**config.mk**
```make
export PLATFORM = sky130hd
export DESIGN_NAME = pix_reduce_pipe_flat
export DESIGN_NICKNAME = d
export VERILOG_FILES = /design/src/rtl/pix_reduce_pipe_if.sv /design/src/rtl/pix_reduce_pipe.sv /design/src/flat_wrapper.sv
export SDC_FILE = /design/constraint.sdc
export NUM_CORES = 1
export LEC_CHECK = 0
export ABC_CLOCK_PERIOD_IN_PS = 4900
export BUFFER_PORTS_ARGS = -buffer_cell sky130_fd_sc_hd__buf_4
export CORE_MARGIN = 2
export CORE_UTILIZATION = 45
export DETAILED_ROUTE_END_ITERATION = 16
export PLACE_DENSITY_LB_ADDON = 0.08
export SLEW_MARGIN = 10
export SYNTH_ARGS = -nofsm -noshare
export SYNTH_HDL_FRONTEND = slang
export SYNTH_SLANG_ARGS = --single-unit
```
**constraint.sdc**
```tcl
create_clock -name clk -period 4.9 [get_ports clk]
set_input_delay 0.98 -clock clk [delete_from_list [all_inputs] [get_ports clk]]
set_output_delay 0.98 -clock clk [all_outputs]
set_load 0.01 [all_outputs]
```
**src/rtl/pix_reduce_pipe_if.sv**
```systemverilog
// Pixel stream handshake bundle for pix_reduce_pipe.
// master drives input beats and output backpressure; slave is the block.
interface pix_reduce_pipe_if #(
    parameter int NPIX = 2,
    parameter int CW   = 6
);
    localparam int PW = NPIX * 3 * CW;

    logic          in_valid;
    logic          in_ready;
    logic [PW-1:0] in_pix;
    logic          out_valid;
    logic          out_ready;
    logic [PW-1:0] out_pix;

    modport master (
        output in_valid,
        output in_pix,
        output out_ready,
        input  in_ready,
        input  out_valid,
        input  out_pix
    );

    modport slave (
        input  in_valid,
        input  in_pix,
        input  out_ready,
        output in_ready,
        output out_valid,
        output out_pix
    );
endinterface

```
**src/rtl/pix_reduce_pipe.sv**
```systemverilog
// Two-stage colour depth reducer: S1 rounds/saturates each channel,
// S2 applies the optional G/B swap and drives the registered output.
module pix_reduce_pipe #(
    parameter int NPIX = 2,
    parameter int CW   = 6
) (
    input  logic                  clk,
    input  logic                  reset,
    pix_reduce_pipe_if.slave      bus,
    input  logic [2:0]            switch_vals,
    input  logic [1:0]            switch_sels,
    input  logic                  change,
    input  logic                  swap_gb,
    output logic [15:0]           beat_cnt
);
    localparam int PXW = 3 * CW;
    localparam int PW  = NPIX * PXW;
    localparam int KW  = 4;
    localparam logic [CW:0]   ONE   = {{CW{1'b0}}, 1'b1};
    localparam logic [KW-1:0] K_MAX = KW'(CW);

    logic          r_chg_q;
    logic [KW-1:0] r_kr;
    logic [KW-1:0] r_kg;
    logic [KW-1:0] r_kb;
    logic          r_v1;
    logic          r_v2;
    logic [PW-1:0] r_d1;
    logic [PW-1:0] r_d2;
    logic [15:0]   r_cnt;

    logic          w_chg_rise;
    logic [KW-1:0] w_kset;
    logic          w_s2_free;
    logic          w_s1_free;
    logic [PW-1:0] w_q;
    logic [PW-1:0] w_ord;

    // Round to nearest kept step; overflow past full scale saturates.
    function automatic logic [CW-1:0] f_quant(
        input logic [CW-1:0] x,
        input logic [KW-1:0] k
    );
        logic [CW:0] y;
        int          sh;
        f_quant = x;
        y       = '0;
        sh      = 0;
        if (k == '0) begin
            f_quant = '0;
        end else if (int'(k) < CW) begin
            sh = CW - int'(k);
            y  = {1'b0, x} + (ONE << (sh - 1));
            if (y[CW]) begin
                y = {1'b0, {CW{1'b1}}};
            end
            f_quant = y[CW-1:0] & ({CW{1'b1}} << sh);
        end
    endfunction

    assign w_chg_rise = change & ~r_chg_q;
    assign w_kset     = (int'(switch_vals) >= CW) ? K_MAX
                                                  : KW'(switch_vals);

    always_ff @(posedge clk) begin
        if (!reset) begin
            r_chg_q <= 1'b1;
            r_kr    <= K_MAX;
            r_kg    <= K_MAX;
            r_kb    <= K_MAX;
        end else begin
            r_chg_q <= change;
            if (w_chg_rise) begin
                unique case (switch_sels)
                    2'd0: r_kr <= w_kset;
                    2'd1: r_kg <= w_kset;
                    2'd2: r_kb <= w_kset;
                    2'd3: begin
                        r_kr <= w_kset;
                        r_kg <= w_kset;
                        r_kb <= w_kset;
                    end
                endcase
            end
        end
    end

    always_comb begin
        w_q = '0;
        for (int i = 0; i < NPIX; i++) begin
            w_q[i*PXW+2*CW +: CW] = f_quant(bus.in_pix[i*PXW+2*CW +: CW], r_kr);
            w_q[i*PXW+CW   +: CW] = f_quant(bus.in_pix[i*PXW+CW   +: CW], r_kg);
            w_q[i*PXW      +: CW] = f_quant(bus.in_pix[i*PXW      +: CW], r_kb);
        end
    end

    always_comb begin
        w_ord = r_d1;
        if (swap_gb) begin
            for (int i = 0; i < NPIX; i++) begin
                w_ord[i*PXW+CW +: CW] = r_d1[i*PXW    +: CW];
                w_ord[i*PXW    +: CW] = r_d1[i*PXW+CW +: CW];
            end
        end
    end

    assign w_s2_free = ~r_v2 | bus.out_ready;
    assign w_s1_free = ~r_v1 | w_s2_free;

    // Stages only advance into free slots, so a stalled output holds steady.
    always_ff @(posedge clk) begin
        if (!reset) begin
            r_v1  <= 1'b0;
            r_v2  <= 1'b0;
            r_d1  <= '0;
            r_d2  <= '0;
            r_cnt <= '0;
        end else begin
            if (w_s1_free) begin
                r_v1 <= bus.in_valid;
                if (bus.in_valid) begin
                    r_d1 <= w_q;
                end
            end
            if (w_s2_free) begin
                r_v2 <= r_v1;
                if (r_v1) begin
                    r_d2 <= w_ord;
                end
            end
            if (r_v2 & bus.out_ready) begin
                r_cnt <= r_cnt + 16'd1;
            end
        end
    end

    assign bus.in_ready  = w_s1_free;
    assign bus.out_valid = r_v2;
    assign bus.out_pix   = r_d2;
    assign beat_cnt      = r_cnt;
endmodule
```
**src/flat_wrapper.sv**
```systemverilog
// flat-port wrapper written by rule: the top's interface ports become plain ports
module pix_reduce_pipe_flat 
#(
    parameter int NPIX = 2,
    parameter int CW   = 6
)
  (clk, reset, switch_vals, switch_sels, change, swap_gb, beat_cnt, bus_in_valid, bus_in_pix, bus_out_ready, bus_in_ready, bus_out_valid, bus_out_pix);
  pix_reduce_pipe_if #(.NPIX(NPIX), .CW(CW)) bus_i ();
  input  logic clk;
  input  logic reset;
  input  logic [2:0] switch_vals;
  input  logic [1:0] switch_sels;
  input  logic change;
  input  logic swap_gb;
  output logic [15:0] beat_cnt;
  input wire logic [$bits(bus_i.in_valid)-1:0] bus_in_valid;
  input wire logic [$bits(bus_i.in_pix)-1:0] bus_in_pix;
  input wire logic [$bits(bus_i.out_ready)-1:0] bus_out_ready;
  output wire logic [$bits(bus_i.in_ready)-1:0] bus_in_ready;
  output wire logic [$bits(bus_i.out_valid)-1:0] bus_out_valid;
  output wire logic [$bits(bus_i.out_pix)-1:0] bus_out_pix;
  assign bus_i.in_valid = bus_in_valid;
  assign bus_i.in_pix = bus_in_pix;
  assign bus_i.out_ready = bus_out_ready;
  assign bus_in_ready = bus_i.in_ready;
  assign bus_out_valid = bus_i.out_valid;
  assign bus_out_pix = bus_i.out_pix;
  pix_reduce_pipe #(.NPIX(NPIX), .CW(CW)) u_core (.clk(clk), .reset(reset), .bus(bus_i), .switch_vals(switch_vals), .switch_sels(switch_sels), .change(change), .swap_gb(swap_gb), .beat_cnt(beat_cnt));
endmodule
```
Word level (Yosys, flattened, before mapping):

Cells that the tools add are included.

* bits in registers: 103
* output and inout bits: 54
* word-level logic and storage cells: 93

* $add $sub $neg: 13
* magnitude comparators: 4
* eq/ne operators: 3
* shift operators: 6
* mux-type cells: 33
* bitwise operators: 13
* reductions and logical operators: 12

Operator list (count)
* $mux W6: 30
* $shl A1 B32 Y7 const A: 3
* $shl A6 B32 Y6 const A: 3
* $sub A32 B2 Y32 const B: 3
* $add A6 B7 Y7: 6
* $and A6 B6 Y6: 6
* $mux W12: 2
* $add A16 B1 Y16 const B: 1
* $sub A3 B4 Y5 const A: 3
* $logic_not A4 Y1: 3
* $lt A4 B3 Y1 const B: 3
* $reduce_and A2 Y1: 5
* $reduce_or A2 Y1: 3
* $eq A2 B2 Y1 const B: 2
* $ge A3 B3 Y1 const B: 1
* $mux W3: 1
* $not A1 Y1: 3
* $and A1 B1 Y1: 2
* $eq A2 B1 Y1 const B: 1
* $logic_not A2 Y1: 1
* $or A1 B1 Y1: 2

Longest topological paths before layout:

Gate-level depths: netlist of the first run.

* depth after elaboration: 10
* depth in mapped cells: 21
* depth with buffers taken out: 19

Worst setup path before layout of the first run:

Ideal clock, no wire load.

* path kind: register -> register
* from: register u_core.r_kr[0]
* to: register u_core.r_d1[17]
* library setup time: 0.115 ns
* arrival time: 5.030 ns
* setup slack: -0.244 ns
* stages on the path, launching flop included: 20
* path through: dfxtp_1 clkbuf_1 inv_1 ha_1 clkbuf_1 nor2b_1 o21ai_0 ha_1 or4b_1 or4_1 buf_2 nand3b_4 nor2_1 ha_1 a31oi_1 o21ai_1 maj3_1 maj3_1 xor2_1 o21a_1

* word-level cells in the longest chain between the ends: 10
* elaborated cells on any way between the ends: 13
* those cells by class: add/sub (3); order compare (1); shift (2); mux (5); bitwise (1); reduce/logical (1)

Ends and longest elaborated chain
* start, declared: line pix_reduce_pipe.sv:23 `logic [KW-1:0] r_kr;`
* start signal, assigned: line pix_reduce_pipe.sv:75 `2'd0: r_kr <= w_kset;`
* start signal, assigned: line pix_reduce_pipe.sv:79 `r_kr <= w_kset;`
* $sub A3 B4 Y5: line pix_reduce_pipe.sv:52 `sh = CW - int'(k);`
* $sub A32 B2 Y32: line pix_reduce_pipe.sv:53 `y = {1'b0, x} + (ONE << (sh - 1));`
* $shl A1 B32 Y7: line pix_reduce_pipe.sv:53
* $add A6 B7 Y7: line pix_reduce_pipe.sv:53
* $mux W6: line pix_reduce_pipe.sv:54 `if (y[CW]) begin`
* $mux W6: line pix_reduce_pipe.sv:51 `end else if (int'(k) < CW) begin`
* $mux W6: line pix_reduce_pipe.sv:49 `if (k == '0) begin`
* $and A6 B6 Y6: line pix_reduce_pipe.sv:57 `f_quant = y[CW-1:0] & ({CW{1'b1}} << sh);`
* $mux W6: line pix_reduce_pipe.sv:51
* $mux W6 *: line pix_reduce_pipe.sv:49
* end signal, assigned: line pix_reduce_pipe.sv:122 `r_d1 <= w_q;`
* end, declared: line pix_reduce_pipe.sv:28 `logic [PW-1:0] r_d1;`

Mark *: on every way between the ends. The rest lies on a longest branch, timed or not. The select of a mux whose other input is x is not followed.
A chain may end at the register's enable or synchronous reset.

Worst setup path after layout of the first run:

* from: register u_core.r_kr[1]
* to: register u_core.r_d1[16]

The elaborated chain is that of the path after synthesis.

==> results of run 1 <==
-- final cells by class --
class                      count  area, um^2  share of cell area, %
clock buffer                  10       239.0                  3.114
tap                          180       225.2                  2.934
inverter                      35       131.4                  1.712
sequential                   100        2004                  26.12
timing repair buffer         109       830.8                  10.82
multi-input combinational    596        4178                  54.43
clock inverter                 6       66.31                 0.8640
-- synthesized netlist by cell type (15+ instances only) --
| master | number |
|---|---|
| mux2i_1 | 33 |
| xor2_1 | 19 |
| nand2_1 | 72 |
| a21o_1 | 15 |
| a22oi_1 | 17 |
| dfxtp_1 | 100 |
| xnor2_1 | 23 |
| nor2_1 | 65 |
| o21ai_0 | 37 |
| clkbuf_1 | 33 |
| a21oi_1 | 64 |
| ha_1 | 57 |
| a211oi_1 | 27 |
| inv_1 | 34 |
-- flip-flops by register name, indices dropped and copies added, names as in the netlist --
register / cells
u_core.r_d1: 36
u_core.bus.out_valid: 1
u_core.r_chg_q: 1
u_core.beat_cnt: 16
u_core.r_kr: 3
u_core.r_kg: 3
u_core.r_v1: 1
u_core.bus.out_pix: 36
u_core.r_kb: 3
-- worst max path at each step --
stage               slack [ps]            from               to  cells after the start
global placement           280  u_core.r_kr[1]  u_core.r_d1[17]                     17
CTS                         40  u_core.r_kr[1]  u_core.r_d1[16]                     18
global route                20  u_core.r_kr[1]  u_core.r_d1[16]                     17
detailed placement          50  u_core.r_kr[1]  u_core.r_d1[16]                     18
floorplan                   20  u_core.r_kr[0]  u_core.r_d1[17]                     19
finish                     250  u_core.r_kr[1]  u_core.r_d1[16]                     18
-- stage by stage --
stage                     setup WS [ps]  hold WS, ps  instances  util (%)
final                             250.0        454.6       1036     55.29
after global routing              15.08        473.7       1036     55.29
after CTS                         39.83        458.8       1034     54.87
after detailed placement          50.89        446.4       1018     52.67
after global placement            281.7        444.5       1018     52.67
after floorplan                   17.33        428.7        766         -
-- worst max-delay path: cells and delay by family, from the launching register on --
kind	cells	cell delay (ps)
adders and majority gates	3	700
DFF	1	370
AOI/OAI and AO/OA	8	1540
xor gates and xnor gates	1	210
and+or+nand+nor	6	1710
-- routing by layer --
layer / vias to the layer above / share of wire (%) / global-route usage [%]
li1: 2940 / - / -
met1: 2691 / 47 / 30.13
met2: 164 / 48 / 38.15
met3: 12 / 4.8 / 3.275
met4: 0 / 0.74 / 4.901
met5: - / 0 / 0
-- power by group --
| part | switching [W] | leakage [nW] | internal (W) |
|---|---|---|---|
| Combinational | 0.000159 | 2.43 | 0.000130 |
| Sequential | 0.0000330 | 0.819 | 0.000856 |
| Clock | 0.000351 | 0.148 | 0.000376 |
| Total | 0.000543 | 3.39 | 0.00136 |
-- timing repair --
item	CTS	global route
hold buffers	0	0
setup endpoints to repair	0	12
gates resized for setup	0	10
setup buffers	0	1
-- cell families after synthesis --
logic type      count (synthesis)  share of synthesized area, %
flops                         100                         31.26
simple gates                  235                         18.17
mux                            34                         5.333
xor+xnor                       42                         5.743
compound gates                222                         22.68
fa+ha+maj                      63                         12.70
buf+inv                        70                         4.122
==> metrics.md, run 1 <==
| Metric | Value |
|---|---|
| Dpl hpwl | `13030 um` |
| Fill cell count | `1313` |
| Run status | `finished clean` |
| Remaining global-route overflow | `0` |
| Seq/Total Area, Yosys | `31.26%` |
| CTS tree | `built` |
| Sink Count | `100` |
| Min-delay src | `u_core.r_d1[35]` |
| DR pass1 iterations | `5` |
| Synth Instances | `766` |
| Launching point of the worst reg2reg path | `u_core.r_kr[1]` |
| Max incr delay on CP | `530 ps` |
| Power Dens Cells | `248.1 mW/mm^2` |
| Syn Std Cell Area | `0.006405 mm^2` |
| Share of the synthesized area in the top cell type | `31.26%` |
| Mapped Avg Cell Area | `8.361 um^2` |
| Final ANT Viol Nets | `0` |
| Largest area contributor in the netlist | `dfxtp_1` |
| Total Power | `0.001904 W` |
| Worst Hold Path EP | `u_core.bus.out_pix[35]` |
| Fin area | `0.007675 mm^2` |
| Area Overhead vs Synth | `19.83%` |
| Slowest-stage cell, CP | `or4_4` |
| Final hold violations | `0` |
| Setup CP Type | `reg -> reg` |
| Share of cells above drive strength 1 | `17.52%` |
| Placed cell areas | `0.007311 mm^2` |
| Synth warn | `0` |
| Measured slew at the worst slew-check pin | `1113 ps` |
| Total track usage | `22.43%` |
| TritonCTS buffer count | `9` |
| Rows | `43` |
| FF-to-FF setup slack | `250 ps` |
| Final net count | `959` |
| Synthesized flop and latch total | `100` |
| Hold path cells | `2` |
| Clk_lat worst skew | `350 ps` |
| Total number of vias | `5807` |
| First-pass GRT wire length | `27070 um` |
| Root buffer cell | `clkbuf_16` |
| Chip Width | `123.3 um` |
| Setup TNS | `0 ps` |
| Synth cell types | `63` |
| H-tree depth | `3` |
| Worst Skew | `8.451 ps` |
| Vias in the first global route | `5507` |
| P_leak | `3.394 nW` |
| Post-synth EDFFs | `0` |
| Clock buffer depth | `2` |
| # DRC | `0` |
| IO Port Bufs | `100` |
| Crit path capture type | `register` |
| Die H | `123.3 um` |
| Most common cell after layout, fill and taps aside | `buf_4` |
| Final period utilization | `94.90%` |
| Async S/R FF share, synth | `0%` |
| Starting Density | `46.14%` |
| Crit-path max FO | `8` |
| Reg-to-Reg End | `u_core.r_d1[16]` |
| Shortest period the worst path allows | `4650 ps` |
| Critical Path AT | `4890 ps` |
| Reg clk slew, reported paths | `80 ps` |
| Ranking of synthesized cells by area | `dfxtp_1 31%, ha_1 11%, mux2i_1 5.2%` |
| Core area | `0.01388 mm^2` |
| Slew Limit Fails | `0` |
| Worst setup SP type | `register` |
| FF-to-FF path depth | `18` |
| Vias per inst | `5.605` |
| Final setup violation count | `0` |
| Largest net degree at the start of global routing | `64` |
| Initial antenna violation count | `0` |
| Die area | `0.01520 mm^2` |
| Post-synth top flop | `dfxtp_1` |
| Final wirelength | `16720 um` |
| GP Congestion | `0.9157` |
| Most frequent cells in the layout | `108 x buf_4, 98 x dfxtp_1, 72 x nand2_1` |
| Avg WL per Cell | `16.14 um` |
| Critical Path RT | `5140 ps` |
| Max frequency | `215.1 MHz` |
| Maximum VDD drop | `0.2081 mV` |
| Max-cap violation count | `0` |
| Ant diodes | `0` |
| Slew Limit Headroom | `25.68%` |
| Syn_nets | `874` |
| Crit-path cells | `ha_1, nand2b_1, nor2_4, a21o_1, nand2_1, ha_1, or4b_1, or4_4, nand4b_1, xnor2_1, ha_1, a21o_1, o22ai_1, o31a_1, o21ai_2, a211o_1, a311oi_1, o31ai_2` |
| Initial DRC count | `420` |
| RSZ-0062 raised after global routing | `false` |
| Top cell by count, worst path | `ha_1` |
| Top-Level Pins | `101` |
| Worst Hold Class | `reg -> reg` |
(Power assumes the default switching activity.)
==> run 2: changes to the inputs <==
--- a/config.mk
+++ b/config.mk
@@ -5,6 +5,7 @@
 export SDC_FILE = /design/constraint.sdc
 export NUM_CORES = 1
 export LEC_CHECK = 0
+export ABC_AREA = 1
 export ABC_CLOCK_PERIOD_IN_PS = 4900
 export BUFFER_PORTS_ARGS = -buffer_cell sky130_fd_sc_hd__buf_4
 export CORE_MARGIN = 2
==> run 2 against run 1 <==
Routed wire length increased by 5.1%. Worst setup slack improved by 310 ps. Global-route usage decreased by 0.94 points.
==> metrics.md, run 2 <==
| Metric | Value |
|---|---|
| Final period utilization | `88.57% (-6.3 points)` |
| Top-Level Pins | `101 (unchanged)` |
| Cts hold-fix bufs | `0 (unchanged)` |
| Seq/Total Area, Yosys | `28.61% (-2.6 points)` |
| Synth cell types | `43 (-32%)` |
| Clk_lat worst skew | `340 ps (about the same)` |
| Sink Count | `100 (unchanged)` |
| GP Congestion | `0.9233 (+0.83%)` |
| Final setup violation count | `0 (unchanged)` |
| Vias per inst | `4.980 (-11%)` |
| Max-cap violation count | `0 (unchanged)` |
| Power Dens Cells | `248.9 mW/mm^2 (+0.32%)` |
| Worst Skew | `5.989 ps (-2.462 ps)` |
| Synth warn | `0 (unchanged)` |
| Crit path capture type | `register` |
| Rows | `45 (+4.7%)` |
| Vias in the first global route | `5998 (+8.9%)` |
| Final wirelength | `17570 um (+5.1%)` |
| Synthesized flop and latch total | `100 (unchanged)` |
| Placed cell areas | `0.007874 mm^2 (+7.7%)` |
| Async S/R FF share, synth | `0% (unchanged)` |
| CTS tree | `built` |
| Remaining global-route overflow | `0 (unchanged)` |
| Max incr delay on CP | `500 ps (-30 ps)` |
| Ranking of synthesized cells by area | `dfxtp_1 29%, nand2_1 13%, ha_1 10%` |
| TritonCTS buffer count | `9 (unchanged)` |
| Slew Limit Headroom | `40.38% (+15 points)` |
| Post-CTS Setup Bufs | `0 (unchanged)` |
| Final hold violations | `0 (unchanged)` |
| Total number of vias | `6629 (+14%)` |
| Synth Instances | `1060 (+38%)` |
| Synth cell count leaders | `235 x nand2_1, 145 x inv_1, 128 x nor2_1, 122 x a21oi_1, 100 x dfxtp_1` |
| Max frequency | `230.4 MHz (+7.1%)` |
| Critical Path AT | `4620 ps (-270 ps)` |
| Share of cells above drive strength 1 | `15.22% (-2.3 points)` |
| H-tree depth | `3 (unchanged)` |
| Worst setup SP type | `register` |
| Slowest-stage cell, CP | `dfxtp_1` |
| Die area | `0.01657 mm^2 (+9.0%)` |
| Shortest period the worst path allows | `4340 ps (-309.8 ps)` |
| Top-count cell post-synth | `nand2_1` |
| Post-CTS sizing | `0 (unchanged)` |
| Measured slew at the worst slew-check pin | `894.3 ps (-218.8 ps)` |
| Chip Width | `128.7 um (+4.4%)` |
| RSZ-0062 raised after global routing | `false` |
| Avg WL per Cell | `13.20 um (-18%)` |
| Setup CP Type | `reg -> reg` |
| Largest net degree at the start of global routing | `60 (-6.3%)` |
| Starting Density | `46.03% (-0.11 points)` |
| Post-synth top flop | `dfxtp_1` |
| DR pass1 iterations | `5 (unchanged)` |
| Critical Path RT | `5180 ps (+40 ps)` |
| Post-synth EDFFs | `0 (unchanged)` |
| Crit-path max FO | `9 (+1)` |
| Syn_nets | `1168 (+34%)` |
| Fin area | `0.008169 mm^2 (+6.4%)` |
| Total track usage | `21.48% (-0.94 points)` |
| # DRC | `0 (unchanged)` |
| Clock buffer depth | `2 (unchanged)` |
| Core area | `0.01520 mm^2 (+9.5%)` |
| IO Port Bufs | `100 (unchanged)` |
| Syn Std Cell Area | `0.006998 mm^2 (+9.3%)` |
| Maximum VDD drop | `0.2014 mV (-3.2%)` |
| Worst Hold Class | `reg -> reg` |
| Ant diodes | `0 (unchanged)` |
| Dpl hpwl | `13830 um (+6.1%)` |
| Area Overhead vs Synth | `16.74%` |
| Initial antenna violation count | `0 (unchanged)` |
| Mapped Avg Cell Area | `6.602 um^2 (-21%)` |
| Most common cell after layout, fill and taps aside | `nand2_1` |
| Root buffer cell | `clkbuf_16` |
| Most frequent cells in the layout | `235 x nand2_1, 145 x inv_1, 128 x nor2_1` |
| Setup TNS | `0 ps (unchanged)` |
| Die H | `128.7 um (+4.4%)` |
| Slew Limit Fails | `0 (unchanged)` |
| Top cell by count, worst path | `nand2_1` |
| First-pass GRT wire length | `28770 um (+6.3%)` |
| Final net count | `1247 (+30%)` |
| Final ANT Viol Nets | `0 (unchanged)` |
| Initial DRC count | `379 (-9.8%)` |
| Largest area contributor in the netlist | `dfxtp_1` |
| Share of the synthesized area in the top cell type | `28.61% (-2.6 points)` |
| P_leak | `3.913 nW (+15%)` |
| Reg clk slew, reported paths | `60 ps (-20 ps)` |
| Fill cell count | `1576 (+20%)` |
| Run status | `finished clean` |
==> run 2: cell types whose count changed after synthesis, moves of 11 or more <==
cell	previous run	this run
nand2_1	72	235
o211ai_1	4	25
a21oi_1	64	122
a211oi_1	27	2
mux2i_1	33	0
nor2_1	65	128
a22oi_1	17	0
nand2b_1	11	0
o21ai_0	37	72
a21o_1	15	1
a21oi_2	0	12
inv_1	34	145
xnor2_1	23	11
nand2_2	0	13
==> run 2: layout make-up <==
| class | count | area, um^2 | share of cell area, % |
|---|---|---|---|
| Sequential cell | 100 | 2002 | 24.51 |
| Inverter | 152 | 570.5 | 6.984 |
| Clock buffer | 10 | 229.0 | 2.803 |
| Tap cell | 188 | 235.2 | 2.879 |
| Timing Repair Buffer | 103 | 773.2 | 9.465 |
| Clock inverter | 5 | 60.06 | 0.7352 |
| Multi-Input combinational cell | 773 | 4299 | 52.63 |
==> run 2: through the flow <==
step	utilization (%)	cells	total power [W]	hold slack (ps)	worst slack [ps]
final	53.74	1331	0.002033	475.1	559.9
after global routing	53.74	1331	0.002148	491.0	42.17
after CTS	53.70	1331	0.002050	476.6	441.1
after detailed placement	51.79	1316	0.001344	462.0	449.5
after global placement	51.79	1316	0.001341	463.9	632.7
after floorplan	-	1060	0.001194	453.8	1119
==> run 2: kinds of logic after synthesis <==
group | count (synthesis) | synth area share [%]
and+or+nand+nor | 448 | 28.04
adders and majority gates | 61 | 11.34
xor gates and xnor gates | 21 | 2.628
AOI/OAI and AO/OA | 243 | 19.35
DFF | 100 | 28.61
buffers and inverters | 187 | 10.05
==> run 2: worst max-delay path: cells and delay by family (launching register included) <==
kind | cells | cell delay (ps)
AOI/OAI and AO/OA | 1 | 100
buffers and inverters | 5 | 430
DFF | 1 | 500
and+or+nand+nor | 19 | 2280
adders and majority gates | 3 | 960
==> run 2: path summary, 6_finish.rpt <==
path              cells past startpoint            start  slack (ps)              end
setup / recovery                     28   u_core.r_kr[0]         560  u_core.r_d1[17]
hold / removal                        2  u_core.r_d1[33]         480  u_core.r_d1[33]
setup reg to reg                     28   u_core.r_kr[0]         560  u_core.r_d1[17]
hold reg to reg                       2  u_core.r_d1[33]         480  u_core.r_d1[33]
==> run 2: layer usage <==
layer	track usage (%)	vias to the layer above	share of wire, %
met2	36.26	105	46
met4	2.941	0	0.79
met5	0	-	0
met3	3.243	9	3.1
li1	-	3588	-
met1	29.87	2927	50
==> run 2: report_power, final <==
group	internal [W]	total (W)	leakage, nW	switching, W
Sequential	0.000861	0.000896	0.820	0.0000349
Clock	0.000396	0.000707	0.139	0.000311
Combinational	0.000167	0.000430	2.95	0.000264
Total	0.00142	0.00203	3.91	0.000609
==> run 3: changes to the inputs <==
--- a/config.mk
+++ b/config.mk
@@ -6,11 +6,11 @@
 export NUM_CORES = 1
 export LEC_CHECK = 0
 export ABC_AREA = 1
-export ABC_CLOCK_PERIOD_IN_PS = 4900
-export BUFFER_PORTS_ARGS = -buffer_cell sky130_fd_sc_hd__buf_4
+export ABC_CLOCK_PERIOD_IN_PS = 4560
 export CORE_MARGIN = 2
 export CORE_UTILIZATION = 45
 export DETAILED_ROUTE_END_ITERATION = 16
+export DONT_BUFFER_PORTS = 1
 export PLACE_DENSITY_LB_ADDON = 0.08
 export SLEW_MARGIN = 10
 export SYNTH_ARGS = -nofsm -noshare
==> constraint.sdc (replaced) <==
create_clock -name clk -period 4.56 [get_ports clk]
set_input_delay 0.912 -clock clk [delete_from_list [all_inputs] [get_ports clk]]
set_output_delay 0.912 -clock clk [all_outputs]
set_load 0.01 [all_outputs]
==> run 3 against run 2 <==
Via count is 5.6% lower. Combinational power fell by 16%. Clock power rose by 4.1%. Cell area shrank 9.1%. Worst hold slack better by 1.2 ps. Cell count shrank 7.4%.
==> metrics.md, run 3 (synthesis results as in run 2) <==
| Metric | Value |
|---|---|
| First-pass GRT wire length | `29070 um (+1.0%)` |
| Reg clk slew, reported paths | `60 ps (about the same)` |
| Slew Limit Headroom | `40.05% (-0.33 points)` |
| Most common cell after layout, fill and taps aside | `nand2_1` |
| Most frequent cells in the layout | `235 x nand2_1, 145 x inv_1, 127 x nor2_1` |
| Starting Density | `46.03% (unchanged)` |
| Power Dens Cells | `279.9 mW/mm^2 (+12%)` |
| Fin area | `0.007426 mm^2 (-9.1%)` |
| TritonCTS buffer count | `9 (unchanged)` |
| Maximum VDD drop | `0.2145 mV (+6.5%)` |
| Max-cap violation count | `0 (unchanged)` |
| Core area | `0.01520 mm^2 (unchanged)` |
| Total track usage | `21.81% (+0.33 points)` |
| Cts hold-fix bufs | `0 (unchanged)` |
| Fill cell count | `1630 (+3.4%)` |
| Clk_lat worst skew | `340 ps (about the same)` |
| Total number of vias | `6257 (-5.6%)` |
| Ant diodes | `0 (unchanged)` |
| Measured slew at the worst slew-check pin | `899.2 ps (+4.890 ps)` |
| DR pass1 iterations | `5 (unchanged)` |
| Worst Skew | `8.356 ps (+2.366 ps)` |
| Critical Path RT | `4840 ps (-340 ps)` |
| Clock buffer depth | `2 (unchanged)` |
| Post-CTS Setup Bufs | `0 (unchanged)` |
| Largest net degree at the start of global routing | `60 (unchanged)` |
| Remaining global-route overflow | `0 (unchanged)` |
| Run status | `finished clean` |
| Dpl hpwl | `13950 um (+0.92%)` |
| Die area | `0.01657 mm^2 (unchanged)` |
| Vias in the first global route | `5780 (-3.6%)` |
| Met2 Resource Use GR | `36.23% (about the same)` |
| Share of cells above drive strength 1 | `7.368% (-7.9 points)` |
| Final ANT Viol Nets | `0 (unchanged)` |
| Setup CP Type | `reg -> reg` |
| GRT met3 Usage | `4.283% (+1.0 points)` |
| Slew Limit Fails | `0 (unchanged)` |
| Sink Count | `100 (unchanged)` |
| Crit path capture type | `register` |
| Setup TNS | `0 ps (unchanged)` |
| Root buffer cell | `clkbuf_16` |
| Final period utilization | `89.69% (+1.1 points)` |
| Chip Width | `128.7 um (unchanged)` |
| Final setup violation count | `0 (unchanged)` |
| # DRC | `0 (unchanged)` |
| Global routing usage on met1 | `30.14% (+0.27 points)` |
| CTS tree | `built` |
| Worst setup SP type | `register` |
| P_leak | `3.406 nW (-13%)` |
| Vias per inst | `5.075 (+1.9%)` |
| Busiest metal layer after global routing | `met2` |
| Shortest period the worst path allows | `4090 ps (-250.1 ps)` |
| Crit-path max FO | `6 (-3)` |
| Max frequency | `244.5 MHz (+6.1%)` |
| Final wirelength | `17680 um (+0.61%)` |
| Avg WL per Cell | `14.34 um (+8.6%)` |
| GP Congestion | `0.8909 (-3.5%)` |
| Critical Path AT | `4370 ps (-250 ps)` |
| Top-Level Pins | `101 (unchanged)` |
| Final hold violations | `0 (unchanged)` |
| Area Overhead vs Synth | `6.115%` |
| Post-CTS sizing | `0 (unchanged)` |
| Worst Hold Class | `reg -> reg` |
| Rows | `45 (unchanged)` |
| Initial antenna violation count | `0 (unchanged)` |
| Final net count | `1148 (-7.9%)` |
| Placed cell areas | `0.007131 mm^2 (-9.4%)` |
| RSZ-0062 raised after global routing | `false` |
| Initial DRC count | `320 (-16%)` |
| Die H | `128.7 um (unchanged)` |
| H-tree depth | `3 (unchanged)` |
| IO Port Bufs | `0 (-100%)` |
-- run 3: routing by layer --
layer,wire length (um),vias to the layer above
met5,0,-
li1,-,3389
met1,8680,2766
met2,8093,94
met3,797,8
met4,105,0
-- run 3: area by class of cell --
cell class | count | area [um^2] | area share [%]
clock buffers | 11 | 242.7 | 3.269
inverters | 152 | 570.5 | 7.683
flip-flops and latches | 100 | 2002 | 26.96
repair buffers | 4 | 30.03 | 0.4044
clock inverters | 5 | 43.79 | 0.5897
well taps | 188 | 235.2 | 3.168
multi-input cells | 773 | 4302 | 57.93
-- run 3: through the flow --
stage               std cells  hold WS, ps  utilization, %  power [W]  setup slack, ps
finish                   1233        476.3           48.85   0.002078            469.9
global route             1233        497.5           48.85   0.002194            25.03
CTS                      1233        474.0           48.79   0.002095            270.2
detailed placement       1217        462.3           46.91   0.001360            288.8
global placement         1217        467.0           46.91   0.001361            422.0
floorplan                1060        453.8               -   0.001283            779.5
-- run 3: worst paths after layout --
path                   start         endpoint  slack, ps  depth (start not counted)
max           u_core.r_kr[1]  u_core.r_d1[15]        470                         25
max reg2reg   u_core.r_kr[1]  u_core.r_d1[15]        470                         25
min reg2reg  u_core.r_d1[30]  u_core.r_d1[30]        480                          2
min          u_core.r_d1[30]  u_core.r_d1[30]        480                          2
-- run 3: critical path, cell delays in order, from the launching register on --
cell,delay [ps]
dfxtp_1,420
inv_1,70
ha_1,340
inv_1,100
nor2_2,210
nand2_1,140
nor2_2,270
inv_1,80
ha_1,270
nor2_1,140
nand2_1,90
nor2_1,110
nand2_1,180
nor4_1,400
ha_1,330
inv_1,100
o21bai_1,80
inv_1,110
nand2_1,70
nand2_1,90
nand2_4,70
nand2_1,60
nand2_1,50
nand2_1,70
nand2_1,70
a21oi_2,100
-- run 3: power breakdown --
| group | switching, W | total (W) | internal (W) |
|---|---|---|---|
| Combinational | 0.000235 | 0.000363 | 0.000127 |
| Clock | 0.000344 | 0.000736 | 0.000392 |
| Sequential | 0.0000534 | 0.000979 | 0.000926 |
| Total | 0.000633 | 0.00208 | 0.00145 |
